## src/rtl/pswd_update_pkg.sv

```systemverilog
// Shared definitions for the password-store writer: FSM state encoding,
// failure codes, password/digit widths and the player-to-address mapping
// that the login checker also uses.
package pswd_update_pkg;

    localparam int DATA_W      = 24;
    localparam int DIG_W       = 4;
    localparam int ID_W        = 3;
    localparam int PSWD_ADDR_W = 5;

    localparam logic [1:0] ERR_GUEST    = 2'b01;
    localparam logic [1:0] ERR_MISMATCH = 2'b10;
    localparam logic [1:0] ERR_ABORT    = 2'b11;

    typedef enum logic [2:0] {
        S_IDLE     = 3'd0,
        S_NEW_DIG  = 3'd1,
        S_CONF_DIG = 3'd2,
        S_COMPARE  = 3'd3,
        S_WRITE    = 3'd4,
        S_HOLD     = 3'd5,
        S_DONE     = 3'd6,
        S_REJECT   = 3'd7
    } state_e;

    // Password memory address of a player: zero-extended player ID.
    function automatic logic [PSWD_ADDR_W-1:0] pswd_addr(input logic [ID_W-1:0] id);
        return {2'b00, id};
    endfunction

    // True for a decimal digit 0..9.
    function automatic logic is_bcd(input logic [DIG_W-1:0] digit);
        return (digit <= 4'd9);
    endfunction

endpackage

```

## src/rtl/pswd_update_if.sv

```systemverilog
// Signal bundle between the login side / password memory and pswd_update.
// master: environment (login FSM, keypad, memory); slave: pswd_update.
interface pswd_update_if
    import pswd_update_pkg::*;
#(
    parameter int ADDR_W = 5
) ();
    logic              LoggedIn;
    logic [ID_W-1:0]   PlayerID_internal;
    logic              isGuest;
    logic              change_req;
    logic              UserLoad;
    logic [DIG_W-1:0]  UserDigit;
    logic              wr_en;
    logic [ADDR_W-1:0] wr_addr;
    logic [DATA_W-1:0] wr_data;
    logic              busy;
    logic              done;
    logic              err;
    logic [1:0]        err_code;

    modport master (
        output LoggedIn, PlayerID_internal, isGuest, change_req, UserLoad, UserDigit,
        input  wr_en, wr_addr, wr_data, busy, done, err, err_code
    );

    modport slave (
        input  LoggedIn, PlayerID_internal, isGuest, change_req, UserLoad, UserDigit,
        output wr_en, wr_addr, wr_data, busy, done, err, err_code
    );
endinterface

```

## src/rtl/pswd_digit_shift.sv

```systemverilog
// Six-digit MSB-first password buffer. Non-decimal digits are dropped
// without advancing; full_o flags the strobe that completes the sixth digit,
// at which point the digit count wraps to zero while the data is kept.
module pswd_digit_shift
    import pswd_update_pkg::*;
(
    input  logic              clk,
    input  logic              rst,
    input  logic              clr_i,
    input  logic              load_i,
    input  logic [DIG_W-1:0]  digit_i,
    output logic [DATA_W-1:0] data_o,
    output logic              full_o
);
    logic [DATA_W-1:0] data_q;
    logic [2:0]        cnt_q;
    logic              accept_s;

    assign accept_s = load_i && is_bcd(digit_i);
    assign full_o   = accept_s && (cnt_q == 3'd5);
    assign data_o   = data_q;

    // Shift accepted digits in from the right and count them.
    always_ff @(posedge clk) begin
        if (rst || clr_i) begin
            data_q <= '0;
            cnt_q  <= 3'd0;
        end else if (accept_s) begin
            data_q <= {data_q[DATA_W-DIG_W-1:0], digit_i};
            cnt_q  <= (cnt_q == 3'd5) ? 3'd0 : cnt_q + 3'd1;
        end else begin
            data_q <= data_q;
            cnt_q  <= cnt_q;
        end
    end
endmodule

```

## src/rtl/pswd_update.sv

```systemverilog
// Password-store writer: takes a new 6-digit password twice from a logged-in
// non-guest player and, when both entries match, writes it to the password
// memory with a one-cycle strobe. All outputs are registered.
// Optional macro PSWD_UPDATE_TIMEOUT_EN: abort digit entry after TIMEOUT_CYC
// idle cycles.
module pswd_update
    import pswd_update_pkg::*;
#(
    parameter int ADDR_W      = 5,
    parameter int WR_HOLD     = 2,
    parameter int TIMEOUT_CYC = 1000
) (
    input logic           clk,
    input logic           rst,
    pswd_update_if.slave  bus
);
    localparam int HOLD_W = (WR_HOLD > 1) ? $clog2(WR_HOLD) : 1;

    state_e            state_q, state_d;
    logic [ID_W-1:0]   id_q, id_d;
    logic [HOLD_W-1:0] hold_cnt_q, hold_cnt_d;
    logic              wr_en_q, wr_en_d;
    logic [ADDR_W-1:0] wr_addr_q, wr_addr_d;
    logic [DATA_W-1:0] wr_data_q, wr_data_d;
    logic              busy_q, busy_d;
    logic              done_q, done_d;
    logic              err_q, err_d;
    logic [1:0]        err_code_q, err_code_d;

    logic              clr_s, new_load_s, conf_load_s, new_full_s, conf_full_s, tmo_hit_s;
    logic [DATA_W-1:0] new_data_s, conf_data_s;

    // Digits only go to the buffer of the current entry phase.
    assign new_load_s  = (state_q == S_NEW_DIG)  && bus.UserLoad && bus.LoggedIn;
    assign conf_load_s = (state_q == S_CONF_DIG) && bus.UserLoad && bus.LoggedIn;

    pswd_digit_shift u_new (
        .clk(clk), .rst(rst), .clr_i(clr_s), .load_i(new_load_s),
        .digit_i(bus.UserDigit), .data_o(new_data_s), .full_o(new_full_s)
    );

    pswd_digit_shift u_conf (
        .clk(clk), .rst(rst), .clr_i(clr_s), .load_i(conf_load_s),
        .digit_i(bus.UserDigit), .data_o(conf_data_s), .full_o(conf_full_s)
    );

`ifdef PSWD_UPDATE_TIMEOUT_EN
    localparam int TMO_W = $clog2(TIMEOUT_CYC + 1);
    logic [TMO_W-1:0] tmo_q, tmo_d;
    logic             in_entry_s, digit_acc_s;

    assign in_entry_s  = (state_q == S_NEW_DIG) || (state_q == S_CONF_DIG);
    assign digit_acc_s = (new_load_s || conf_load_s) && is_bcd(bus.UserDigit);
    assign tmo_hit_s   = in_entry_s && !digit_acc_s && (tmo_q == TMO_W'(TIMEOUT_CYC - 1));

    // Idle counter restarts on state entry and on every accepted digit.
    always_comb begin
        tmo_d = '0;
        if (state_d != state_q) begin
            tmo_d = '0;
        end else if (digit_acc_s) begin
            tmo_d = '0;
        end else if (in_entry_s) begin
            tmo_d = tmo_q + 1'b1;
        end else begin
            tmo_d = '0;
        end
    end

    // Idle counter register.
    always_ff @(posedge clk) begin
        if (rst) begin
            tmo_q <= '0;
        end else begin
            tmo_q <= tmo_d;
        end
    end
`else
    logic unused_tmo_s;
    assign unused_tmo_s = (TIMEOUT_CYC > 0);
    assign tmo_hit_s    = 1'b0;
`endif

    // Next-state logic, buffer clears and failure reporting.
    always_comb begin
        state_d    = state_q;
        id_d       = id_q;
        hold_cnt_d = hold_cnt_q;
        clr_s      = 1'b0;
        err_d      = 1'b0;
        err_code_d = 2'b00;
        case (state_q)
            S_IDLE: begin
                if (bus.change_req && bus.LoggedIn) begin
                    id_d  = bus.PlayerID_internal;
                    clr_s = 1'b1;
                    if (bus.isGuest) begin
                        state_d    = S_REJECT;
                        err_d      = 1'b1;
                        err_code_d = ERR_GUEST;
                    end else begin
                        state_d = S_NEW_DIG;
                    end
                end else begin
                    state_d = S_IDLE;
                end
            end
            S_REJECT: begin
                state_d = S_IDLE;
            end
            S_NEW_DIG, S_CONF_DIG: begin
                if (!bus.LoggedIn || tmo_hit_s) begin
                    state_d    = S_IDLE;
                    clr_s      = 1'b1;
                    err_d      = 1'b1;
                    err_code_d = ERR_ABORT;
                end else if ((state_q == S_NEW_DIG) && new_full_s) begin
                    state_d = S_CONF_DIG;
                end else if ((state_q == S_CONF_DIG) && conf_full_s) begin
                    state_d = S_COMPARE;
                end else begin
                    state_d = state_q;
                end
            end
            S_COMPARE: begin
                if (!bus.LoggedIn) begin
                    state_d    = S_IDLE;
                    clr_s      = 1'b1;
                    err_d      = 1'b1;
                    err_code_d = ERR_ABORT;
                end else if (new_data_s == conf_data_s) begin
                    state_d = S_WRITE;
                end else begin
                    state_d    = S_NEW_DIG;
                    clr_s      = 1'b1;
                    err_d      = 1'b1;
                    err_code_d = ERR_MISMATCH;
                end
            end
            S_WRITE: begin
                state_d    = S_HOLD;
                hold_cnt_d = '0;
            end
            S_HOLD: begin
                if (hold_cnt_q == HOLD_W'(WR_HOLD - 1)) begin
                    state_d    = S_DONE;
                    hold_cnt_d = '0;
                end else begin
                    hold_cnt_d = hold_cnt_q + 1'b1;
                end
            end
            S_DONE: begin
                state_d = S_IDLE;
                clr_s   = 1'b1;
            end
            default: begin
                state_d = S_IDLE;
                clr_s   = 1'b1;
            end
        endcase
    end

    // Output values for the upcoming state; the write port keeps its last value.
    always_comb begin
        wr_en_d   = (state_d == S_WRITE);
        busy_d    = (state_d != S_IDLE);
        done_d    = (state_d == S_DONE);
        wr_addr_d = wr_addr_q;
        wr_data_d = wr_data_q;
        if (state_d == S_WRITE) begin
            wr_addr_d = ADDR_W'(pswd_addr(id_q));
            wr_data_d = new_data_s;
        end else begin
            wr_addr_d = wr_addr_q;
            wr_data_d = wr_data_q;
        end
    end

    // State, latched ID and registered outputs.
    always_ff @(posedge clk) begin
        if (rst) begin
            state_q    <= S_IDLE;
            id_q       <= '0;
            hold_cnt_q <= '0;
            wr_en_q    <= 1'b0;
            wr_addr_q  <= '0;
            wr_data_q  <= '0;
            busy_q     <= 1'b0;
            done_q     <= 1'b0;
            err_q      <= 1'b0;
            err_code_q <= 2'b00;
        end else begin
            state_q    <= state_d;
            id_q       <= id_d;
            hold_cnt_q <= hold_cnt_d;
            wr_en_q    <= wr_en_d;
            wr_addr_q  <= wr_addr_d;
            wr_data_q  <= wr_data_d;
            busy_q     <= busy_d;
            done_q     <= done_d;
            err_q      <= err_d;
            err_code_q <= err_code_d;
        end
    end

    assign bus.wr_en    = wr_en_q;
    assign bus.wr_addr  = wr_addr_q;
    assign bus.wr_data  = wr_data_q;
    assign bus.busy     = busy_q;
    assign bus.done     = done_q;
    assign bus.err      = err_q;
    assign bus.err_code = err_code_q;
endmodule

```

## src/flat_wrapper.sv

```systemverilog
// flat-port wrapper written by rule: the top's interface ports become plain ports
module pswd_update_flat import pswd_update_pkg::*;
#(
    parameter int ADDR_W      = 5,
    parameter int WR_HOLD     = 2,
    parameter int TIMEOUT_CYC = 1000
)
  (clk, rst, bus_LoggedIn, bus_PlayerID_internal, bus_isGuest, bus_change_req, bus_UserLoad, bus_UserDigit, bus_wr_en, bus_wr_addr, bus_wr_data, bus_busy, bus_done, bus_err, bus_err_code);
  pswd_update_if #(.ADDR_W(ADDR_W)) bus_i ();
  input logic clk;
  input logic rst;
  input wire logic [$bits(bus_i.LoggedIn)-1:0] bus_LoggedIn;
  input wire logic [$bits(bus_i.PlayerID_internal)-1:0] bus_PlayerID_internal;
  input wire logic [$bits(bus_i.isGuest)-1:0] bus_isGuest;
  input wire logic [$bits(bus_i.change_req)-1:0] bus_change_req;
  input wire logic [$bits(bus_i.UserLoad)-1:0] bus_UserLoad;
  input wire logic [$bits(bus_i.UserDigit)-1:0] bus_UserDigit;
  output wire logic [$bits(bus_i.wr_en)-1:0] bus_wr_en;
  output wire logic [$bits(bus_i.wr_addr)-1:0] bus_wr_addr;
  output wire logic [$bits(bus_i.wr_data)-1:0] bus_wr_data;
  output wire logic [$bits(bus_i.busy)-1:0] bus_busy;
  output wire logic [$bits(bus_i.done)-1:0] bus_done;
  output wire logic [$bits(bus_i.err)-1:0] bus_err;
  output wire logic [$bits(bus_i.err_code)-1:0] bus_err_code;
  assign bus_i.LoggedIn = bus_LoggedIn;
  assign bus_i.PlayerID_internal = bus_PlayerID_internal;
  assign bus_i.isGuest = bus_isGuest;
  assign bus_i.change_req = bus_change_req;
  assign bus_i.UserLoad = bus_UserLoad;
  assign bus_i.UserDigit = bus_UserDigit;
  assign bus_wr_en = bus_i.wr_en;
  assign bus_wr_addr = bus_i.wr_addr;
  assign bus_wr_data = bus_i.wr_data;
  assign bus_busy = bus_i.busy;
  assign bus_done = bus_i.done;
  assign bus_err = bus_i.err;
  assign bus_err_code = bus_i.err_code;
  pswd_update #(.ADDR_W(ADDR_W), .WR_HOLD(WR_HOLD), .TIMEOUT_CYC(TIMEOUT_CYC)) u_core (.clk(clk), .rst(rst), .bus(bus_i));
endmodule
```

## config.mk

```make
export PLATFORM = sky130hd
export DESIGN_NAME = pswd_update_flat
export DESIGN_NICKNAME = d
export VERILOG_FILES = /design/src/rtl/pswd_update_pkg.sv /design/src/rtl/pswd_update_if.sv /design/src/rtl/pswd_digit_shift.sv /design/src/rtl/pswd_update.sv /design/src/flat_wrapper.sv
export SDC_FILE = /design/constraint.sdc
export NUM_CORES = 1
export LEC_CHECK = 0
export BUFFER_PORTS_ARGS = -buffer_cell sky130_fd_sc_hd__buf_2
export CAP_MARGIN = 20
export CORE_ASPECT_RATIO = 0.7
export CORE_MARGIN = 1
export CORE_UTILIZATION = 35
export DETAILED_ROUTE_END_ITERATION = 10
export PLACE_DENSITY_LB_ADDON = 0.3
export RECOVER_POWER = 100
export SLEW_MARGIN = 30
export SYNTH_ARGS = -nofsm -noshare
export SYNTH_HDL_FRONTEND = slang
export SYNTH_SLANG_ARGS = --single-unit
```

## constraint.sdc

```tcl
create_clock -name clk -period 2.1 [get_ports clk]
set_input_delay 0.63 -clock clk [delete_from_list [all_inputs] [get_ports clk]]
set_output_delay 0.63 -clock clk [all_outputs]
set_load 0.02 [all_outputs]
```

==> results_dict.tcl <==
set metrics [dict create \
    outcome "complete, no violations" \
    synth.top_cell.area_share_pct 46.31 \
    complex_gate_fraction_of_the_synthesized_area_pct 10.65 \
    nets 480 \
    initial_core_utilization_pct 36.38 \
    final-setup-viol-count 0 \
    xor_xnor_share_of_the_synthesized_area_pct 5.603 \
    p_comb_share_pct 5.8 \
    grt_remaining_overflow 0 \
    final_hold_vio_count 0 \
    synth_cell_types 40 \
    dp_hpwl_mm 7.220 \
    post_synth_fa_ha_maj_area_fraction_pct 0 \
    i_o_pins 48 \
    post_drt_via_cell_ratio 5.296 \
    cts.htree.levels 3 \
    mappedNetlistArea_um2 4064 \
    fin_ws_ns 0.1202 \
    worstSetupStartpointType "flip-flop" \
    internal_power_mw 2.790 \
    filler_cells_inserted 1113 \
    power_share_of_the_sequential_group_pct 50.4 \
    die_height_um 92.16 \
    route.detailed.wl_per_inst_um 16.81 \
    hp-class "reg2reg" \
    period_share_pct 94.28 \
    finalClockSkew_ns 0.005263 \
    placement_stage_cell_area_um2 4526 \
    core_region_area_um2 11170 \
    floorplan.die_area_um2 12050 \
    rsz0062_at_grt "true" \
    setup.worst_path.class "reg2reg" \
    synthMostInstantiatedCell "sky130_fd_sc_hd__dfxtp_1" \
    flow.area_growth_from_synthesis_pct 18.20 \
    ys_top_cells_by_area "sky130_fd_sc_hd__dfxtp_1, sky130_fd_sc_hd__mux2i_1, sky130_fd_sc_hd__nor3_1" \
    worst-endpoint-arrival_ns 2.23 \
    power.static_leakage_nw 1.670 \
    synth_top_area_cell "sky130_fd_sc_hd__dfxtp_1" \
    timing.fmax_mhz 505.1 \
    clockPowerShare_pct 43.8 \
    ys_seq_area_share_pct 46.31 \
    final_area_um2 4803 \
    cap_viol_max_count 0 \
    tns_ns 0 \
    final_layout_size_suffix_gt1_share_pct 13.80 \
    finalCriticalPeriod_ns 1.980 \
    reg2reg_setup_slack_ns 0.12 \
    synth_enable_flop_cells 0 \
    place_worst_setup_slack_ns -0.07557 \
    clk_root_buffer_cell "sky130_fd_sc_hd__clkbuf_16" \
    max-clock-path-buffers 2 \
    grt_pass1_vias 3156 \
    final.hold.worst_slack_ns 0.4763 \
    report.final.slew_viol_count 0 \
    cts_setup_buffers 0 \
    ys_ff_latch 94 \
    cts.reportedPaths.clkPinSlew_ns 0.06 \
    antenna_cells_inserted 0 \
    drt_first_iter_violations 194 \
    finalPower_mw 3.591 \
    worst_setup_path_end_kind "flip-flop" \
    ant_nets 0 \
    synth_mux_area_share_pct 13.33 \
    switching_share_pct 22.28 \
    clkSinkCount 94 \
    drc 0 \
    route.vias.total 3305 \
    synthesis.instances 426 \
    globalRouteTotalUtil_pct 18.42 \
    timing.critical_path.fanout_max 27 \
    place.port_buffers 45 \
    power_switching_mw 0.8001 \
    avgSynthCellArea_um2 9.540 \
    synth_top_family_by_area "simple AND/OR/NAND/NOR gates" \
    cts_tree "done" \
    die_w_um 130.8 \
    synth_ff_type "sky130_fd_sc_hd__dfxtp_1" \
    async_reset_ff_share_pct 0 \
    detail_route.first_pass.iterations 4 \
    pin_count_of_the_biggest_net_entering_global_routing 41 \
    grt_first_pass_wirelength_mm 16.95 \
    synth-simple-area-share_pct 17.83 \
    antenna_found_initial 0 \
    gp_routability_congestion 0.8033 \
    leading_cell_types_by_count_after_synthesis "sky130_fd_sc_hd__dfxtp_1, sky130_fd_sc_hd__nor3_1, sky130_fd_sc_hd__mux2i_1" \
    wirelength_mm 10.49 \
    synth_warnings 0 \
    vdd.ir_drop.worst_v 0.0004273 \
    site_rows 32 \
    cp.required_ns 2.35 \
    number_of_buffers_added_by_the_clock_tree_synthesis_step 9 \
    power_per_cell_area_nw_per_um2 747.5 \
    clock_insertion_delay_worst_skew_ns 0.34 \
]
==> registers in the layout, summed over array words and instances (netlist names) <==
name,count
u_core.bus.busy,1
u_core.bus.done,1
u_core.bus.err,1
u_core.bus.err_code,2
u_core.bus.wr_addr,3
u_core.bus.wr_data,24
u_core.bus.wr_en,1
u_core.hold_cnt_q,1
u_core.id_q,3
u_core.state_q,3
u_core.u_conf.cnt_q,3
u_core.u_conf.data_o,24
u_core.u_new.cnt_q,3
u_core.u_new.data_o,24
==> power by group through the flow <==
stage	clock, mW	combinational (mW)	sequential [mW]
after floorplan	0	0.135	1.85
after global placement	0	0.201	1.85
after detailed placement	0	0.206	1.85
after CTS	1.60	0.207	1.81
after global routing	1.66	0.223	1.81
final	1.57	0.207	1.81
==> worst max-delay path: stages (launching register included) <==
cell and delay (ns):
sky130_fd_sc_hd__dfxtp_1 0.37, sky130_fd_sc_hd__xor2_1 0.19, sky130_fd_sc_hd__nor4_2 0.38, sky130_fd_sc_hd__buf_4 0.18, sky130_fd_sc_hd__and2_0 0.12, sky130_fd_sc_hd__buf_4 0.16
sky130_fd_sc_hd__a211oi_4 0.09, sky130_fd_sc_hd__buf_12 0.18, sky130_fd_sc_hd__nor3_2 0.22
==> cells by family after synthesis <==
family	count (synthesis)
other	1
DFF	94
AOI/OAI and AO/OA	78
buffers and inverters	42
xor gates and xnor gates	26
muxes	54
and+or+nand+nor	131
==> per-stage QoR <==
stage               util [%]  instances
floorplan                  -        427
finish                 43.00        624
global route           43.00        624
detailed placement     40.51        609
CTS                    43.20        624
global placement       40.51        609
==> timing repair <==
item / CTS / global route
endpoints found under the setup margin: 3 / 53
resized for setup: 2 / 4
hold buffers: 0 / 0
==> layout make-up <==
class	instances	area, um^2	share of cell area, %
Sequential cell	94	1882	39.18
Tap cell	153	191.4	3.985
Clock buffer	15	287.8	5.991
Inverter	1	3.754	0.07815
Multi-Input combinational cell	291	1993	41.50
Timing Repair Buffer	70	445.4	9.273
==> worst paths after layout <==
kind                                                 to                    from  depth (start not counted)
worst max register to register  u_core.u_new.data_o[12]  u_core.u_new.data_o[8]                          8
worst min register to register   u_core.bus.wr_data[19]  u_core.bus.wr_data[19]                          2
worst max-delay path            u_core.u_new.data_o[12]  u_core.u_new.data_o[8]                          8
worst min-delay path             u_core.bus.wr_data[19]  u_core.bus.wr_data[19]                          2
==> layer usage <==
layer	track usage (%)	wire length [um]	share of wire, %
met1	28.12	5496	52
met4	3.927	87	0.83
met3	4.842	545	5.2
met5	0	0	0
met2	25.31	4358	42
==> placed cells by master, fill, tap and decap left out, types with 9 or more instances in the layout <==
| master | instances |
|---|---|
| sky130_fd_sc_hd__a21oi_1 | 37 |
| sky130_fd_sc_hd__buf_2 | 11 |
| sky130_fd_sc_hd__buf_4 | 19 |
| sky130_fd_sc_hd__clkbuf_1 | 36 |
| sky130_fd_sc_hd__clkbuf_16 | 9 |
| sky130_fd_sc_hd__dfxtp_1 | 94 |
| sky130_fd_sc_hd__mux2i_1 | 53 |
| sky130_fd_sc_hd__nand2_1 | 9 |
| sky130_fd_sc_hd__nand4_1 | 28 |
| sky130_fd_sc_hd__nor2_1 | 10 |
| sky130_fd_sc_hd__nor3_1 | 53 |
| sky130_fd_sc_hd__o21ai_0 | 26 |
| sky130_fd_sc_hd__xor2_1 | 23 |
(Power assumes the default switching activity.)
